===== config.mk =====
export PLATFORM = sky130hd
export DESIGN_NAME = ps2_host_tx
export DESIGN_NICKNAME = d
export VERILOG_FILES = /design/src/rtl/ps2_host_tx.sv
export SDC_FILE = /design/constraint.sdc
export NUM_CORES = 1
export LEC_CHECK = 0
export ABC_AREA = 0
export CAP_MARGIN = 20
export CELL_PAD_IN_SITES_DETAIL_PLACEMENT = 0
export CELL_PAD_IN_SITES_GLOBAL_PLACEMENT = 1
export CORE_ASPECT_RATIO = 0.5
export CORE_MARGIN = 1.5
export CORE_UTILIZATION = 47
export CTS_CLUSTER_DIAMETER = 120
export CTS_CLUSTER_SIZE = 12
export DETAILED_ROUTE_END_ITERATION = 10
export PLACE_DENSITY_LB_ADDON = 0.08
export SLEW_MARGIN = 25
export SYNTH_ARGS = -nofsm -noshare
export SYNTH_HDL_FRONTEND = slang
export SYNTH_SLANG_ARGS = --single-unit

===== constraint.sdc =====
create_clock -name i_clk -period 3.1 [get_ports i_clk]
set_input_delay 0.465 -clock i_clk [delete_from_list [all_inputs] [get_ports i_clk]]
set_output_delay 0.465 -clock i_clk [all_outputs]
set_load 0.03 [all_outputs]

===== src/rtl/ps2_host_tx.sv =====
// PS/2 host-to-device transmitter: inhibit, request-to-send, 11-bit frame clocked by the device, ACK check.
// Optional watchdog compiled in with `define PS2_TX_TIMEOUT_EN. INHIBIT_CYCLES must be at least 2.
`timescale 1ns/1ps
module ps2_host_tx #(
  parameter int INHIBIT_CYCLES = 12000,
  parameter int TIMEOUT_CYCLES = 1500000
) (
  input  logic       i_clk,
  input  logic       i_rst_n,
  input  logic [7:0] i_tx_data,
  input  logic       i_tx_valid,
  output logic       o_tx_ready,
  input  logic       i_ps2_clk,
  input  logic       i_ps2_data,
  output logic       o_ps2_clk_oe,
  output logic       o_ps2_data_oe,
  output logic       o_busy,
  output logic       o_tx_done,
  output logic       o_tx_error
);
  localparam int INH_W = $clog2(INHIBIT_CYCLES + 1);

  typedef enum logic [2:0] {S_IDLE, S_INHIBIT, S_RTS, S_SHIFT, S_ACK} state_t;

  state_t           r_state, w_state_next;
  logic [INH_W-1:0] r_inh_cnt, w_inh_cnt_next;
  logic [3:0]       r_bit_cnt, w_bit_cnt_next;
  logic [9:0]       r_shift, w_shift_next;
  logic             r_clk_oe, w_clk_oe_next;
  logic             r_data_oe, w_data_oe_next;
  logic             r_done, w_done_next;
  logic             r_error, w_error_next;
  logic             r_clk_s1, r_clk_s2, r_clk_prev;
  logic             r_data_s1, r_data_s2;
  logic             w_fe, w_accept, w_timeout, w_wd_active;

  assign w_fe        = r_clk_prev & ~r_clk_s2;
  assign w_wd_active = (r_state == S_RTS) || (r_state == S_SHIFT) || (r_state == S_ACK);
  // Ready stays low during the done/error pulse so a new accept never overlaps it.
  assign o_tx_ready  = (r_state == S_IDLE) && !r_done && !r_error;
  assign w_accept    = i_tx_valid && o_tx_ready;
  assign o_busy      = (r_state != S_IDLE);
  assign o_ps2_clk_oe  = r_clk_oe;
  assign o_ps2_data_oe = r_data_oe;
  assign o_tx_done   = r_done;
  assign o_tx_error  = r_error;

`ifdef PS2_TX_TIMEOUT_EN
  localparam int WD_W = $clog2(TIMEOUT_CYCLES + 1);
  logic [WD_W-1:0] r_wd_cnt;

  always_ff @(posedge i_clk) begin
    if (!i_rst_n || !w_wd_active) begin
      r_wd_cnt <= '0;
    end else if (!w_timeout) begin
      r_wd_cnt <= r_wd_cnt + WD_W'(1);
    end
  end

  assign w_timeout = w_wd_active && (r_wd_cnt == WD_W'(TIMEOUT_CYCLES - 1));
`else
  // No watchdog: a stalled device holds the transfer until reset.
  assign w_timeout = w_wd_active && (TIMEOUT_CYCLES < 0);
`endif

  always_ff @(posedge i_clk) begin
    if (!i_rst_n) begin
      r_state    <= S_IDLE;
      r_inh_cnt  <= '0;
      r_bit_cnt  <= '0;
      r_shift    <= '0;
      r_clk_oe   <= 1'b0;
      r_data_oe  <= 1'b0;
      r_done     <= 1'b0;
      r_error    <= 1'b0;
      r_clk_s1   <= 1'b1;
      r_clk_s2   <= 1'b1;
      r_clk_prev <= 1'b1;
      r_data_s1  <= 1'b1;
      r_data_s2  <= 1'b1;
    end else begin
      r_state    <= w_state_next;
      r_inh_cnt  <= w_inh_cnt_next;
      r_bit_cnt  <= w_bit_cnt_next;
      r_shift    <= w_shift_next;
      r_clk_oe   <= w_clk_oe_next;
      r_data_oe  <= w_data_oe_next;
      r_done     <= w_done_next;
      r_error    <= w_error_next;
      r_clk_s1   <= i_ps2_clk;
      r_clk_s2   <= r_clk_s1;
      r_clk_prev <= r_clk_s2;
      r_data_s1  <= i_ps2_data;
      r_data_s2  <= r_data_s1;
    end
  end

  always_comb begin
    w_state_next   = r_state;
    w_inh_cnt_next = r_inh_cnt;
    w_bit_cnt_next = r_bit_cnt;
    w_shift_next   = r_shift;
    w_clk_oe_next  = r_clk_oe;
    w_data_oe_next = r_data_oe;
    w_done_next    = 1'b0;
    w_error_next   = 1'b0;
    case (r_state)
      S_IDLE: begin
        w_clk_oe_next  = 1'b0;
        w_data_oe_next = 1'b0;
        if (w_accept) begin
          w_shift_next   = {1'b1, ~^i_tx_data, i_tx_data};
          w_inh_cnt_next = '0;
          w_bit_cnt_next = '0;
          w_clk_oe_next  = 1'b1;
          w_state_next   = S_INHIBIT;
        end
      end
      S_INHIBIT: begin
        w_inh_cnt_next = r_inh_cnt + INH_W'(1);
        // Registered one cycle early so the start bit appears in the last inhibit cycle.
        if (r_inh_cnt >= INH_W'(INHIBIT_CYCLES - 2)) w_data_oe_next = 1'b1;
        if (r_inh_cnt == INH_W'(INHIBIT_CYCLES - 1)) begin
          w_inh_cnt_next = '0;
          w_clk_oe_next  = 1'b0;
          w_state_next   = S_RTS;
        end
      end
      S_RTS: begin
        w_data_oe_next = 1'b1;
        if (w_fe) begin
          w_data_oe_next = ~r_shift[0];
          w_shift_next   = {1'b0, r_shift[9:1]};
          w_bit_cnt_next = 4'd1;
          w_state_next   = S_SHIFT;
        end
      end
      S_SHIFT: begin
        if (w_fe) begin
          w_data_oe_next = ~r_shift[0];
          w_shift_next   = {1'b0, r_shift[9:1]};
          w_bit_cnt_next = r_bit_cnt + 4'd1;
          if (r_bit_cnt == 4'd9) w_state_next = S_ACK;
        end
      end
      S_ACK: begin
        if (w_fe) begin
          w_done_next    = ~r_data_s2;
          w_error_next   = r_data_s2;
          w_clk_oe_next  = 1'b0;
          w_data_oe_next = 1'b0;
          w_state_next   = S_IDLE;
        end
      end
      default: w_state_next = S_IDLE;
    endcase
    if (w_timeout) begin
      w_done_next    = 1'b0;
      w_error_next   = 1'b1;
      w_clk_oe_next  = 1'b0;
      w_data_oe_next = 1'b0;
      w_state_next   = S_IDLE;
    end
  end
endmodule


== Word-level counts from Yosys, hierarchy flattened ==
Index checks and enable logic that the tools add are counted.
Storage, ports and cells
  input port bits: 13
  bits in registers: 40
  logic and storage cells: 80
  output and inout port bits: 6
Cells by class
  mux-type cells: 25
  reductions and logical operators: 21
  add/subtract/negate cells: 2
  equal/unequal tests: 14
  bitwise gates (word level): 4
  $lt $le $gt $ge: 1
Operator list (count)
  two-way mux 14 bit: 2
  case mux 14 bit (2 select lines): 1
  two-way mux 10 bit: 2
  case mux 10 bit (2 select lines): 1
  two-way mux 3 bit: 6
  case mux 3 bit (5 select lines): 1
  adder 14 x 1 -> 14 bit, second input constant: 1
  equality test 14 bit, second input constant: 1
  >= comparator 14 bit, second input constant: 1
  two-way mux 4 bit: 3
  inequality test 2 bit, second input constant: 6
  case mux 4 bit (3 select lines): 1
  AND reduction 3 bit: 3
  nonzero test 3 bit: 3
  AND reduction 4 bit: 2
  XNOR reduction 8 bit: 1
  equality test 3 x 2 -> 1 bit, second input constant: 2
  two-way mux 1 bit: 6
  AND reduction 6 bit: 1
  case mux 1 bit (5 select lines): 1
  nonzero test 5 bit: 1
  adder 4 x 1 -> 4 bit, second input constant: 1
  equality test 4 bit, second input constant: 1
  inequality test 2 x 1 -> 1 bit, second input constant: 2
  other kinds (11): 17

== Logic depth before layout (Yosys ltp) ==
  depth in word-level cells: 6
  mapped depth: 7
  mapped depth without buffers: 7

== Least setup slack after synthesis ==
OpenSTA, ideal clock, no wires.
  path kind: reg-to-output
  from: reg r_state[1]
  to: out o_tx_ready
  setup slack: 0.905 ns
  required time: 2.635 ns
  cell stages (with the launch flop): 5
  path buffers: 1
  arrival: 1.730 ns
  cells stage by stage: dfxtp_1 > buf_2 > nor2_1 > nand2_1 > nor3_1
On the way
  cells in the longest elaborated chain, start to end: 3
Ends and longest elaborated chain
  from (decl): line 25  | state_t r_state, w_state_next;
  from (signal assigned): line 82  | r_state <= w_state_next;
  zero test 3 bit: line 40  | assign o_tx_ready = (r_state == S_IDLE) && !r_done && !r_error;
  logical AND 1 bit (2 in series): line 40
  to (decl): line 12  | output logic o_tx_ready,
No other way between the ends.

== Worst setup path after layout ==
  from: reg r_state[2]
  to: out o_busy
On the way
  cells in the longest elaborated chain, start to end: 1
Ends and longest elaborated chain
  nonzero test 3 bit: line 42  | assign o_busy = (r_state != S_IDLE);
  to (decl): line 17  | output logic o_busy,
No other way between the ends.

==> flow_summary.json <==
{
  "grt_pass1_vias": 1677,
  "p_leak_nw": 0.9065,
  "port_buffers": 18,
  "power.switching_w": 0.0003431,
  "synth_seq_area_share_pct": 37.69,
  "die_area_um2": 4957,
  "cts_resized": 0,
  "worst_slew_pin_slew_ns": 0.7972,
  "critPathKind": "register to output pin",
  "worstPathMaxFanout": 17,
  "numCtsBuffers": 5,
  "ios": 19,
  "post-route-period-util_pct": 82.30,
  "vias_per_cell": 5.698,
  "grt_pass1_wl_um": 7665,
  "initial_utilization_pct": 48.72,
  "grt_overflow_total": 0,
  "holdPathEnd": "r_clk_s2",
  "ys.warnings.count": 0,
  "diodes": 0,
  "cts_buffer_depth": 2,
  "p_comb_share_pct": 18.5,
  "power_density_nw_per_um2": 499.3,
  "setup_violations": 0,
  "drt_iter0_markers": 54,
  "drt-wirelength-per-cell_um": 14.27,
  "fmax_mhz": 392.0,
  "post_cts_buffers": 0,
  "yosys.area.top_type": "dfxtp_1",
  "fin_ws_ns": 0.5487,
  "htreeDepth": 2,
  "cp.arrival_ns": 2.09,
  "grt_max_degree": 24,
  "power.total_w": 0.001221,
  "r2r-start": "r_state[1]",
  "yosysMostFrequentCell": "dfxtp_1",
  "hold_violations": 0,
  "hold_start": "r_clk_s1",
  "cts.hold.buffers_added": 0,
  "seqPwrFrac_pct": 46.5,
  "place_congestion": 0.8381,
  "area_growth_syn_to_layout_pct": 15.14,
  "max_slew_margin_pct": 46.79,
  "fin_tns_setup_ns": 0,
  "hpwl_um": 3097,
  "synthCells": 240,
  "maxCapViolCount": 0,
  "synth_seq_cells": 40,
  "clkPwrFrac_pct": 35.0,
  "outcome": "completed",
  "p_int_w": 0.0008784,
  "synth_top_cell_area_share_pct": 37.69,
  "netlist_area_um2": 2125,
  "swShare_pct": 28.09,
  "rsz0062_at_grt": "no",
  "finish.utilization_pct": 56.10,
  "die_x_um": 98.08,
  "std_cell_rows": 17,
  "synth_edf_count": 0,
  "hp-class": "register to register",
  "path_clk_slew_ns": 0.08,
  "antenna_left": 0,
  "synth_cell_types": 56,
  "synthTopCellsByCount": "dfxtp_1, nor2_1, o21ai_0, a21oi_1, nand2_1",
  "finClkSkew_ns": 0.006719,
  "cts_root_buffer": "clkbuf_8",
  "fin_nets": 274,
  "via_count": 1795,
  "fillers": 418,
  "die_h_um": 50.54,
  "drc_errors": 0,
  "antenna_found_initial": 0,
  "synth_fp_nets": 257,
  "min_period_ns": 2.551,
  "start_kind": "register",
  "preCtsSetupSlack_ns": 0.8862,
  "cts_tree": "done",
  "cts_num_sinks": 40,
  "dominantRegCellSynth": "dfxtp_1",
  "core_area_um2": 4360,
  "critPathRequiredTime_ns": 2.63,
  "ys_async_sr_fraction_pct": 0,
  "hold_depth": 1,
  "drive_above_1_share_pct": 9.302,
  "r2r_cells": 3,
  "clock_latency_ns": 0.29,
  "ff2ff_setup_slack_ns": 1.11,
  "syn_area_per_cell_um2": 8.852,
  "drt_first_pass_iters": 4,
  "worstSetupEndpointType": "output pin",
  "synth_area_leaders": "dfxtp_1, nor2_1, o21ai_0",
  "irDropWorstVdd_mv": 0.2282,
  "slew_violations": 0,
  "drt_wl_total_um": 4494,
  "reg2reg_to": "r_bit_cnt[1]",
  "gr-usage-all-layers_pct": 19.71,
  "fin_hold_ws_ns": 0.4137
}
==> cell usage in the layout (no fill, tap or decap), types with 4 or more instances in the layout <==
cell type / n
dfxtp_1: 40
nor2_1: 29
clkdlybuf4s50_1: 18
o21ai_0: 17
nand2_1: 15
a21oi_1: 15
nand3_1: 12
a211oi_1: 10
xnor2_1: 9
mux2i_1: 8
nand2b_1: 7
inv_1: 6
nor3_1: 5
and3_1: 5
clkbuf_8: 5
ha_1: 4
==> worst max-delay path: stages (launching register included) <==
cell and delay, ns:
dfxtp_1 0.80, inv_2 0.16, nand2_1 0.15, clkdlybuf4s50_1 0.68
==> routing by layer <==
metal	track usage [%]	vias to the layer above	part of all wire [%]
li1	-	903	-
met1	25.47	855	50
met2	33.56	35	45
met3	5.014	2	4.4
met4	4.524	0	0.24
met5	0	-	0
==> power by group through the flow <==
| stage | clock network, W | logic, W | registers (W) |
|---|---|---|---|
| after detailed placement | 0 | 0.000226 | 0.000580 |
| after global routing | 0.000466 | 0.000248 | 0.000573 |
| after floorplan | 0 | 0.000163 | 0.000576 |
| after CTS | 0.000442 | 0.000227 | 0.000568 |
| final | 0.000428 | 0.000226 | 0.000568 |
| after global placement | 0 | 0.000226 | 0.000579 |
==> cell type report <==
cell class                      count  area [µm²]  area share (%)
Multi-Input combinational cell    184        1249           51.05
Sequential cell                    40       800.8           32.74
Timing Repair Buffer               19       187.7           7.673
Tap cell                           57       71.32           2.916
Clock buffer                        5       68.82           2.813
Clock inverter                      3       42.54           1.739
Inverter                            7       26.28           1.074
==> registers in the layout (all words and copies together), names as in the netlist <==
register       flops
r_inh_cnt         14
r_shift           10
r_bit_cnt          4
r_state            3
o_ps2_clk_oe       1
o_ps2_data_oe      1
o_tx_done          1
o_tx_error         1
r_clk_prev         1
r_clk_s1           1
r_clk_s2           1
r_data_s1          1
r_data_s2          1
==> cell families (layout without fill, tap and decap cells) <==
group | after synthesis | count (layout) | share of synthesized area [%]
AO/OA/AOI/OAI | 69 | 69 | 21.85
XOR/XNOR | 9 | 9 | 3.710
adder cells (fa/ha/maj) | 4 | 4 | 2.356
buffers and inverters | 16 | 34 | 3.533
flip-flops | 40 | 40 | 37.69
multiplexers | 10 | 10 | 5.359
AND/OR/NAND/NOR | 92 | 92 | 25.50
==> through the flow <==
| step | std cells | cell area (µm²) |
|---|---|---|
| after floorplan | 240 | 2125 |
| after global placement | 307 | 2335 |
| after detailed placement | 307 | 2335 |
| after CTS | 315 | 2446 |
| after global routing | 315 | 2446 |
| final | 315 | 2446 |
==> worst max path at each step <==
stage	startpoint	end	slack [ns]	depth (start not counted)
6_report	r_state[2]	o_busy	0.55	3
5_1_grt	r_state[2]	o_busy	0.40	3
4_1_cts	r_state[2]	o_busy	0.55	3
3_5_place_dp	r_state[2]	o_busy	0.89	3
3_3_place_gp	r_state[2]	o_busy	0.93	3
2_1_floorplan	r_state[1]	o_tx_ready	0.91	4
No activity file was read; power rests on OpenSTA's default activity.
